<file path="src/rtl/quire_to_posit_4_0_if.sv">
// Handshake bundle between the quire accumulator, the posit converter and the result writer.
// master drives the quire side and downstream ready; slave is the converter's view.
interface quire_to_posit_4_0_if #(
  parameter int QUIRE_SIZE = 19
);
  logic                  rts_i;
  logic                  rtr_o;
  logic                  sow_i;
  logic                  eow_i;
  logic [QUIRE_SIZE-1:0] data_i;
  logic                  sign_i;
  logic                  zero_i;
  logic                  NaR_i;
  logic                  rtr_i;
  logic                  rts_o;
  logic [3:0]            posit_o;
  logic                  NaR_o;
  logic                  zero_o;

  modport master (
    output rts_i, sow_i, eow_i, data_i, sign_i, zero_i, NaR_i, rtr_i,
    input  rtr_o, rts_o, posit_o, NaR_o, zero_o
  );

  modport slave (
    input  rts_i, sow_i, eow_i, data_i, sign_i, zero_i, NaR_i, rtr_i,
    output rtr_o, rts_o, posit_o, NaR_o, zero_o
  );
endinterface

</file>
<file path="src/rtl/quire_to_posit_4_0.sv">
// Quire -> posit<4,0> converter: 3-stage stallable pipeline (magnitude, leading-one, encode/round)
// with a one-entry skid latch covering the registered rtr_o.
module quire_to_posit_4_0 #(
  parameter int LOG_NB_ACCUM = 10,
  parameter bit FILTER_EOW   = 1'b1
) (
  input  logic                clk,
  input  logic                rst_n,
  quire_to_posit_4_0_if.slave bus
);
  localparam int QUIRE_SIZE = 9 + LOG_NB_ACCUM;
  localparam int MAG_W      = QUIRE_SIZE + 1;
  localparam int POS_W      = $clog2(MAG_W);
  localparam int SC_W       = POS_W + 1;
  localparam logic signed [SC_W-1:0] SC_MAX = SC_W'(2);
  localparam logic signed [SC_W-1:0] SC_MIN = SC_W'(-3);

  typedef struct packed {
    logic                  eow;
    logic                  nar;
    logic                  zero;
    logic [QUIRE_SIZE-1:0] dat;
  } beat_t;

  typedef struct packed {
    logic             vld;
    logic             nar;
    logic             zero;
    logic             neg;
    logic [MAG_W-1:0] mag;
  } s1_t;

  typedef struct packed {
    logic            vld;
    logic            nar;
    logic            zero;
    logic            neg;
    logic [SC_W-1:0] scale;
    logic [1:0]      grd;
    logic            stk;
  } s2_t;

  typedef struct packed {
    logic       vld;
    logic       nar;
    logic       zero;
    logic [3:0] posit;
  } out_t;

  logic  rtr_d, rtr_q;
  logic  lat_vld_d, lat_vld_q;
  beat_t lat_d, lat_q;
  s1_t   s1_d, s1_q;
  s2_t   s2_d, s2_q;
  out_t  out_d, out_q;

  logic  process_en;
  logic  recv;
  beat_t in_beat;
  beat_t src;
  logic  src_vld;

  assign process_en = bus.rtr_i | ~out_q.vld;
  assign recv       = bus.rts_i & rtr_q;
  assign in_beat    = {bus.eow_i, bus.NaR_i, bus.zero_i, bus.data_i};
  // A held beat always goes ahead of whatever arrives alongside it.
  assign src        = lat_vld_q ? lat_q : in_beat;
  assign src_vld    = lat_vld_q | recv;
  assign rtr_d      = process_en;

  always_comb begin
    lat_vld_d = lat_vld_q;
    lat_d     = lat_q;
    if (process_en) begin
      lat_vld_d = lat_vld_q & recv;
      if (lat_vld_q & recv) begin
        lat_d = in_beat;
      end
    end else if (recv & ~lat_vld_q) begin
      lat_vld_d = 1'b1;
      lat_d     = in_beat;
    end
  end

  logic [MAG_W-1:0] ext;

  // One extra magnitude bit keeps the most negative quire exact.
  always_comb begin
    s1_d = s1_q;
    ext  = {src.dat[QUIRE_SIZE-1], src.dat};
    if (process_en) begin
      s1_d.vld  = src_vld & (~FILTER_EOW | src.eow);
      s1_d.nar  = src.nar;
      s1_d.zero = src.zero;
      s1_d.neg  = ext[MAG_W-1];
      s1_d.mag  = ext[MAG_W-1] ? (~ext + 1'b1) : ext;
    end
  end

  logic [POS_W-1:0] lead;
  logic [MAG_W-1:0] norm;

  always_comb begin
    s2_d = s2_q;
    lead = '0;
    for (int i = 0; i < MAG_W; i++) begin
      if (s1_q.mag[i]) begin
        lead = POS_W'(i);
      end
    end
    norm = s1_q.mag << (POS_W'(MAG_W - 1) - lead);
    if (process_en) begin
      s2_d.vld   = s1_q.vld;
      s2_d.nar   = s1_q.nar;
      s2_d.neg   = s1_q.neg;
      s2_d.zero  = s1_q.zero | (s1_q.mag == '0);
      s2_d.scale = $signed({1'b0, lead}) - SC_W'(4);
      s2_d.grd   = norm[MAG_W-2 -: 2];
      s2_d.stk   = |norm[MAG_W-4:0];
    end
  end

  logic [2:0] body_t;
  logic [2:0] body_r;
  logic       rnd_g;
  logic       rnd_s;
  logic [3:0] mag_p;
  logic [3:0] posit_v;

  // Only scales -2..1 need rounding; the body never rounds past 111, so NaR is unreachable.
  always_comb begin
    out_d  = out_q;
    body_t = 3'b001;
    rnd_g  = 1'b0;
    rnd_s  = 1'b0;
    if ($signed(s2_q.scale) >= SC_MAX) begin
      body_t = 3'b111;
    end else if ($signed(s2_q.scale) <= SC_MIN) begin
      body_t = 3'b001;
    end else begin
      unique case (s2_q.scale[1:0])
        2'b01: begin
          body_t = 3'b110;
          rnd_g  = s2_q.grd[1];
          rnd_s  = s2_q.grd[0] | s2_q.stk;
        end
        2'b00: begin
          body_t = {2'b10, s2_q.grd[1]};
          rnd_g  = s2_q.grd[0];
          rnd_s  = s2_q.stk;
        end
        2'b11: begin
          body_t = {2'b01, s2_q.grd[1]};
          rnd_g  = s2_q.grd[0];
          rnd_s  = s2_q.stk;
        end
        default: begin
          body_t = 3'b001;
          rnd_g  = s2_q.grd[1];
          rnd_s  = s2_q.grd[0] | s2_q.stk;
        end
      endcase
    end
    body_r  = body_t + {2'b00, rnd_g & (rnd_s | body_t[0])};
    mag_p   = {1'b0, body_r};
    posit_v = s2_q.neg ? (4'b0000 - mag_p) : mag_p;
    if (process_en) begin
      out_d.vld   = s2_q.vld;
      out_d.nar   = s2_q.nar;
      out_d.zero  = ~s2_q.nar & s2_q.zero;
      out_d.posit = s2_q.nar ? 4'b1000 : (s2_q.zero ? 4'b0000 : posit_v);
    end
  end

  always_ff @(posedge clk or negedge rst_n) begin
    if (!rst_n) begin
      rtr_q     <= 1'b0;
      lat_vld_q <= 1'b0;
      lat_q     <= '0;
      s1_q      <= '0;
      s2_q      <= '0;
      out_q     <= '0;
    end else begin
      rtr_q     <= rtr_d;
      lat_vld_q <= lat_vld_d;
      lat_q     <= lat_d;
      s1_q      <= s1_d;
      s2_q      <= s2_d;
      out_q     <= out_d;
    end
  end

  assign bus.rtr_o   = rtr_q;
  assign bus.rts_o   = out_q.vld;
  assign bus.posit_o = out_q.posit;
  assign bus.NaR_o   = out_q.nar;
  assign bus.zero_o  = out_q.zero;
endmodule

</file>
<file path="src/flat_wrapper.sv">
// flat-port wrapper written by rule: the top's interface ports become plain ports
module quire_to_posit_4_0_flat 
#(
  parameter int LOG_NB_ACCUM = 10,
  parameter bit FILTER_EOW   = 1'b1
)
  (clk, rst_n, bus_rts_i, bus_sow_i, bus_eow_i, bus_data_i, bus_sign_i, bus_zero_i, bus_NaR_i, bus_rtr_i, bus_rtr_o, bus_rts_o, bus_posit_o, bus_NaR_o, bus_zero_o);
  quire_to_posit_4_0_if #(.QUIRE_SIZE(19)) bus_i ();
  input  logic clk;
  input  logic rst_n;
  input wire logic [$bits(bus_i.rts_i)-1:0] bus_rts_i;
  input wire logic [$bits(bus_i.sow_i)-1:0] bus_sow_i;
  input wire logic [$bits(bus_i.eow_i)-1:0] bus_eow_i;
  input wire logic [$bits(bus_i.data_i)-1:0] bus_data_i;
  input wire logic [$bits(bus_i.sign_i)-1:0] bus_sign_i;
  input wire logic [$bits(bus_i.zero_i)-1:0] bus_zero_i;
  input wire logic [$bits(bus_i.NaR_i)-1:0] bus_NaR_i;
  input wire logic [$bits(bus_i.rtr_i)-1:0] bus_rtr_i;
  output wire logic [$bits(bus_i.rtr_o)-1:0] bus_rtr_o;
  output wire logic [$bits(bus_i.rts_o)-1:0] bus_rts_o;
  output wire logic [$bits(bus_i.posit_o)-1:0] bus_posit_o;
  output wire logic [$bits(bus_i.NaR_o)-1:0] bus_NaR_o;
  output wire logic [$bits(bus_i.zero_o)-1:0] bus_zero_o;
  assign bus_i.rts_i = bus_rts_i;
  assign bus_i.sow_i = bus_sow_i;
  assign bus_i.eow_i = bus_eow_i;
  assign bus_i.data_i = bus_data_i;
  assign bus_i.sign_i = bus_sign_i;
  assign bus_i.zero_i = bus_zero_i;
  assign bus_i.NaR_i = bus_NaR_i;
  assign bus_i.rtr_i = bus_rtr_i;
  assign bus_rtr_o = bus_i.rtr_o;
  assign bus_rts_o = bus_i.rts_o;
  assign bus_posit_o = bus_i.posit_o;
  assign bus_NaR_o = bus_i.NaR_o;
  assign bus_zero_o = bus_i.zero_o;
  quire_to_posit_4_0 #(.LOG_NB_ACCUM(LOG_NB_ACCUM), .FILTER_EOW(FILTER_EOW)) u_core (.clk(clk), .rst_n(rst_n), .bus(bus_i));
endmodule
</file>
<file path="config.mk">
export PLATFORM = sky130hd
export DESIGN_NAME = quire_to_posit_4_0_flat
export DESIGN_NICKNAME = d
export VERILOG_FILES = /design/src/rtl/quire_to_posit_4_0_if.sv /design/src/rtl/quire_to_posit_4_0.sv /design/src/flat_wrapper.sv
export SDC_FILE = /design/constraint.sdc
export NUM_CORES = 1
export LEC_CHECK = 0
export ABC_AREA = 1
export BUFFER_PORTS_ARGS = -buffer_cell sky130_fd_sc_hd__buf_2
export CAP_MARGIN = 20
export CELL_PAD_IN_SITES_DETAIL_PLACEMENT = 0
export CELL_PAD_IN_SITES_GLOBAL_PLACEMENT = 1
export CORE_UTILIZATION = 44
export CTS_BUF_LIST = sky130_fd_sc_hd__clkbuf_8 sky130_fd_sc_hd__clkbuf_16
export CTS_CLUSTER_SIZE = 30
export DETAILED_ROUTE_END_ITERATION = 10
export GPL_TIMING_DRIVEN = 0
export MAX_ROUTING_LAYER = met4
export PLACE_DENSITY_LB_ADDON = 0.05
export SLEW_MARGIN = 40
export SYNTH_ARGS = -nofsm -noshare
export SYNTH_HDL_FRONTEND = slang
export SYNTH_SLANG_ARGS = --single-unit
</file>
<file path="constraint.sdc">
create_clock -name clk -period 3.65 [get_ports clk]
set_clock_uncertainty 0.1 [all_clocks]
set_input_delay 0.1825 -clock clk [delete_from_list [all_inputs] [get_ports clk]]
set_output_delay 0.1825 -clock clk [all_outputs]
set_load 0.005 [all_outputs]
</file>
* After elaboration in Yosys (flattened, before gate mapping)
Index checks and enable logic that the tools add are counted.
** Cells by class
- Multiply operators :: 0
- Bitwise logic cells :: 15
- Mux-type cells :: 38
- $add $sub $neg :: 5
- Shift-type cells :: 1
- Reduce and logical (&&, ||, !) cells :: 6
- Order comparisons :: 2
- Div/mod/pow operators :: 0
- Equality and inequality tests :: 3
** Operators by type and width (count)
- 2-to-1 mux 22 bit :: 4
- 2-to-1 mux 4 bit :: 11
- adder 20 x 1 -> 20 bit (second input constant) :: 1
- zero test 20 bit :: 1
- 2-to-1 mux 20 bit :: 1
- 2-to-1 mux 5 bit :: 4
- inverter 20 bit :: 1
- left shift 20 x 5 -> 19 bit :: 1
- 2-to-1 mux 3 bit :: 6
- OR reduction 17 bit :: 1
- 2-to-1 mux 1 bit :: 9
- one-hot mux 3 bit (3 select lines) :: 1
- bitwise AND 1 bit :: 6
- greater-or-equal comparator 6 x 3 -> 1 bit (second input constant) :: 1
- <= comparator 6 x 3 -> 1 bit (second input constant) :: 1
- subtractor 5 x 3 -> 6 bit (second input constant) :: 1
- OR 1 bit :: 5
- subtractor 5 bit (first input constant) :: 1
- 2-to-1 mux 2 bit :: 2
- subtractor 1 x 3 -> 4 bit (first input constant) :: 1
- adder 3 x 1 -> 3 bit :: 1
- inverter 1 bit :: 3
- == test 2 x 1 -> 1 bit (second input constant) :: 1
- == test 2 bit (second input constant) :: 1
- 5 further kinds :: 5
** Word-level totals
- Latch bits :: 0
- Memories kept :: 0
- Flip-flop bits (word level) :: 68
- Logic and storage cells :: 92
- Bits of input ports :: 28
- Memory bits (read-only) :: 0
- RAM bits :: 0

* Depth between registers and ports, before layout
- Depth after elaboration :: 22
- Gate-level depth with buffers :: 29
- Depth with buffers taken out :: 28

* Least setup slack after synthesis
No wires, ideal clock.
- Path kind :: flip-flop to flip-flop
- From :: register u_core.s2_q[3] (netlist bit)
- To :: register u_core.out_q (netlist bit u_core.bus.posit_o[2])
- Cell stages (with the launch flop) :: 13
- Data arrival time :: 2329 ps
- Data required time :: 3428 ps
- Setup time :: 122 ps
- Period minus slack after synthesis :: 2550 ps
- Slack :: 1100 ps
- Cell sequence :: dfrtp_1 -> inv_1 -> ha_1 -> or4_1 -> o21ai_0 -> nand2_1 -> nor2_1 -> ha_1 -> inv_1 -> ha_1 -> nor2_1 -> xnor2_1 -> a32o_1
** On the way
- Cells in the longest elaborated chain, start to end :: 12
- Elaborated cells on any way between the ends :: 22
- Those cells by class :: add/sub: 2; order compare: 2; eq/ne: 2; mux: 12; bitwise: 2; reduce/logical: 2
** RTL lines
- from (decl) :: line quire_to_posit_4_0.sv:54 : s2_t s2_d, s2_q;
- from (signal assigned) :: line quire_to_posit_4_0.sv:181 : s2_q <= '0;
- from (signal assigned) :: line quire_to_posit_4_0.sv:188 : s2_q <= s2_d;
- branches (longest 7 deep; another with <= comparator 6 x 3 -> 1 bit)
- adder 3 x 1 -> 3 bit * :: line quire_to_posit_4_0.sv:164 : body_r = body_t + {2'b00, rnd_g & (rnd_s | body_t[0])};
- subtractor 1 x 3 -> 4 bit :: line quire_to_posit_4_0.sv:166 : posit_v = s2_q.neg ? (4'b0000 - mag_p) : mag_p;
- 2-to-1 mux 4 bit * :: line quire_to_posit_4_0.sv:166
- 2-to-1 mux 4 bit * (2 in a row) :: line quire_to_posit_4_0.sv:171 : out_d.posit = s2_q.nar ? 4'b1000 : (s2_q.zero ? 4'b0000 : posit_v);
- to (signal assigned) :: line quire_to_posit_4_0.sv:189 : out_q <= out_d;
- to (decl) :: line quire_to_posit_4_0.sv:55 : out_t out_d, out_q;
Mark *: on every way between the ends.
A chain may end at the register's enable or synchronous reset.

* Worst setup path in the final report
- From :: register u_core.lat_vld_q
- To :: register u_core.s1_q[17] (netlist bit)
** On the way
- Cells in the longest elaborated chain, start to end :: 4
** RTL lines
- from (decl) :: line quire_to_posit_4_0.sv:51 : logic lat_vld_d, lat_vld_q;
- from (signal assigned) :: line quire_to_posit_4_0.sv:185 : lat_vld_q <= lat_vld_d;
- 2-to-1 mux 22 bit * :: line quire_to_posit_4_0.sv:67 : assign src = lat_vld_q ? lat_q : in_beat;
- inverter 20 bit :: line quire_to_posit_4_0.sv:96 : s1_d.mag = ext[MAG_W-1] ? (~ext + 1'b1) : ext;
- adder 20 x 1 -> 20 bit :: line quire_to_posit_4_0.sv:96
- 2-to-1 mux 20 bit * :: line quire_to_posit_4_0.sv:96
- to (signal assigned) :: line quire_to_posit_4_0.sv:180 : s1_q <= '0;
- to (signal assigned) :: line quire_to_posit_4_0.sv:187 : s1_q <= s1_d;
- to (decl) :: line quire_to_posit_4_0.sv:53 : s1_t s1_d, s1_q;
Mark *: on every way between the ends. The rest lies on a longest branch, timed or not.

==> flow_metrics.tcl <==
set metrics [dict create \
    fin_setup_tns_ns 0 \
    timing.fmax_mhz 353 \
    area_growth_pct 17.8 \
    grt_util_all_layers 0.238 \
    yosysWarnings 0 \
    n_fill_cell 954 \
    hold_start "bus_data_i[2]" \
    die-area_um2 10300 \
    synth_edf_count 0 \
    period_minus_slack_ns 2.83 \
    tightest_slew_ns 0.725 \
    grt_max_degree 38 \
    finalCritPeriodShare 0.775 \
    via_per_inst 5.01 \
    final_layout_size_suffix_gt1_frac 0.151 \
    nNetsFinal 700 \
    cts-root-buf "clkbuf_8" \
    die_h_um 102 \
    antenna_found_initial 0 \
    cts.htree.levels 3 \
    post-cts-setup-buffers 0 \
    cp_slowest_cell "o21ai_0" \
    critical_path_depth 13 \
    clk_pin_slew_ns 0.09 \
    peakVddDrop_v 0.000317 \
    outcome "finished clean" \
    ys.flop_type "dfrtp_1" \
    drv_slew 0 \
    gr-total-overflow 0 \
    routed.top_layer "met4" \
    io_buffers 33 \
    grt_pass1_wl_mm 18.3 \
    crit_buf_inv 5 \
    hpwlAfterDp_mm 8.36 \
    crit_start "u_core.lat_vld_q" \
    grt_pass1_vias 3774 \
    first_iter_violations 172 \
    final-setup-viol-count 0 \
    ioPinCount 36 \
    yosysTopAreaCell "dfrtp_1" \
    coreArea_um2 9420 \
    gp_congestion 0.903 \
    whs_ns 0.0228 \
    wl_per_cell_um 13.7 \
    syn_area_per_cell_um2 7.34 \
    dr.pass1.iters 6 \
    dr_wl_met3_um 234 \
    path_delay_family "buffers and inverters" \
    synth_seq_cells 68 \
    endpoint_kind "flop" \
    required_ns 3.77 \
    min_path_type "primary input to flop" \
    path_max_fanout 10 \
    clkLatencyLatePin_ns 0.35 \
    reg2reg_from "u_core.lat_vld_q" \
    pre_cts_ws_ns 0.872 \
    power_density_nw_per_um2 849 \
    critPathKind "flop to flop" \
    synthTopCellsByArea "dfrtp_1 39%, nand2_1 14%, o21ai_0 8.0%, nand3_1 6.2%, inv_1 5.8%" \
    setup_ws_ns 0.820 \
    n_antenna_cell 0 \
    cts_tree "built" \
    yosysTopAreaCellShare 0.390 \
    p_leak_nw 2.55 \
    async_flop_share 1.00 \
    cts_max_path_buffers 2 \
    vias 3985 \
    drv_cap 0 \
    cp-start-kind "flop" \
    drcViolationCount 0 \
    crit_chain "buf_2 -> buf_2 -> mux2i_1 -> inv_1 -> nor3_1 -> nand2_1 -> inv_1 -> nand3_1 -> o21ai_0 -> inv_1 -> a21oi_1 -> xor2_1 -> o21ai_0" \
    crit_end "u_core.s1_q[17]" \
    r2r_slack_ns 0.82 \
    netlist_area_um2 4370 \
    wl_met2_mm 5.30 \
    initial_core_util 0.464 \
    cts_sinks 68 \
    r2r-end "u_core.s1_q[17]" \
    numCtsBuffers 9 \
    finalHoldViolCount 0 \
    max_stage_delay_ns 0.34 \
    max_slew_margin 0.512 \
    syn_inst 595 \
    die_w_um 102 \
    ys_types 37 \
    arrival_ns 2.95 \
    syn-num-nets 633 \
    wl_met1_mm 5.22 \
    cts_resized 0 \
    rows 35 \
    routed_wl_mm 10.9 \
    crit_path_frequent_cell "inv_1" \
    detail-route-antenna-nets 0 \
    reg2reg_depth 13 \
    yosysSeqAreaShare 0.390 \
    rsz0062_at_grt "false" \
]
Yosys cell counts (2+ instances only):
library cell,count
nand2_1,160
o21ai_0,70
dfrtp_1,68
inv_1,68
nand3_1,54
nor2_1,46
mux2_2,13
a21oi_1,12
or2_2,12
clkbuf_1,10
ha_1,10
xor2_1,10
mux2i_1,7
nand2_2,7
o211ai_1,6
o21ai_1,5
buf_2,4
clkbuf_8,4
nor3_1,3
xnor2_1,3
a31oi_1,2
buf_6,2
inv_2,2
nand2_4,2
nand4_1,2
o22ai_1,2
timing repair:
action | 4_1_cts | 5_1_grt
endpoints found under the hold margin | 89 | 0
hold buffers | 22 | 0
endpoints found under the setup margin | 0 | 0
through the flow:
step	utilization	cell area, µm²	total power, mW	std cells
6_report	0.547	5150	4.37	796
3_5_place_dp	0.501	4720	3.72	758
4_1_cts	0.547	5150	4.40	796
5_1_grt	0.547	5150	4.81	796
2_1_floorplan	-	4370	3.12	595
3_3_place_gp	0.499	4690	3.69	757
worst reg2reg max path, cell delays in order, from the launching register on:
cell     delay, ns
dfrtp_1       0.33
buf_2         0.20
buf_2         0.26
mux2i_1       0.24
inv_1         0.10
nor3_1        0.25
nand2_1       0.13
inv_1         0.09
nand3_1       0.17
o21ai_0       0.34
inv_1         0.07
a21oi_1       0.17
xor2_1        0.18
o21ai_0       0.09
sequential cells by signal, indices dropped and copies added, names as in the netlist:
register            cells
u_core.bus.NaR_o        1
u_core.bus.posit_o      4
u_core.bus.rtr_o        1
u_core.bus.rts_o        1
u_core.bus.zero_o       1
u_core.lat_q           22
u_core.lat_vld_q        1
u_core.s1_q            24
u_core.s2_q            13
power breakdown:
group	switching, mW	internal (mW)
Sequential	0.212	1.10
Clock	0.323	0.325
Combinational	1.49	0.915
per-layer routing:
layer / up-vias / global-route usage
met1: 1861 / 0.296
met3: 15 / 0.0407
li1: 2058 / -
met2: 51 / 0.394
met4: 0 / 0.0691
met5: - / -
worst min path at each step:
stage / endpoint / slack, ns / cells past startpoint
final: u_core.lat_q[2] / 0.02 / 3
after global routing: u_core.lat_q[2] / 0.04 / 3
after CTS: u_core.lat_q[2] / 0.01 / 3
after detailed placement: u_core.bus.posit_o[0] / 0.005 / 1
after global placement: u_core.lat_q[18] / 0.33 / 2
after floorplan: u_core.bus.NaR_o / -0.21 / 0
cell usage in the layout (no fill, tap or decap), drive strengths merged:
master / netlist / routed
a31oi: 2 / 2
a32o: 1 / 1
bufinv: 0 / 1
ha: 10 / 10
inv: 70 / 73
or2: 12 / 12
o211ai: 6 / 6
a31o: 1 / 1
mux2: 13 / 13
mux2i: 7 / 7
dfrtp: 68 / 68
o21ai: 75 / 75
nor3: 4 / 4
xor2: 10 / 10
o22ai: 2 / 2
buf: 7 / 41
xnor2: 3 / 3
nor4: 1 / 1
nand2: 169 / 169
clkinv: 1 / 3
clkbuf: 15 / 24
nor2: 46 / 46
nand3b: 1 / 1
a21oi: 12 / 12
nand3: 55 / 55
or4: 1 / 1
clkinvlp: 0 / 1
o32ai: 1 / 1
nand4: 2 / 2
dlygate4sd3: 0 / 22
logic make-up (layout without fill, tap and decap cells):
group | after synthesis | count (layout) | share of synthesized area
muxes | 20 | 20 | 0.0496
buffers and inverters | 93 | 165 | 0.0971
adders and majority gates | 10 | 10 | 0.0286
AOI/OAI and AO/OA | 100 | 100 | 0.122
and+or+nand+nor | 291 | 291 | 0.287
DFF | 68 | 68 | 0.390
xor gates and xnor gates | 13 | 13 | 0.0261
final cells by class:
cell class | instances | area [µm²] | area share
Inverter | 71 | 267 | 0.0518
Clock inverter | 7 | 81.3 | 0.0158
Buffer | 22 | 158 | 0.0306
Timing Repair Buffer | 56 | 412 | 0.0800
Sequential cell | 68 | 1700 | 0.331
Multi-Input combinational cell | 434 | 2240 | 0.436
Clock buffer | 9 | 124 | 0.0241
Tap cell | 129 | 161 | 0.0314
No activity file was read; power rests on OpenSTA's default activity.
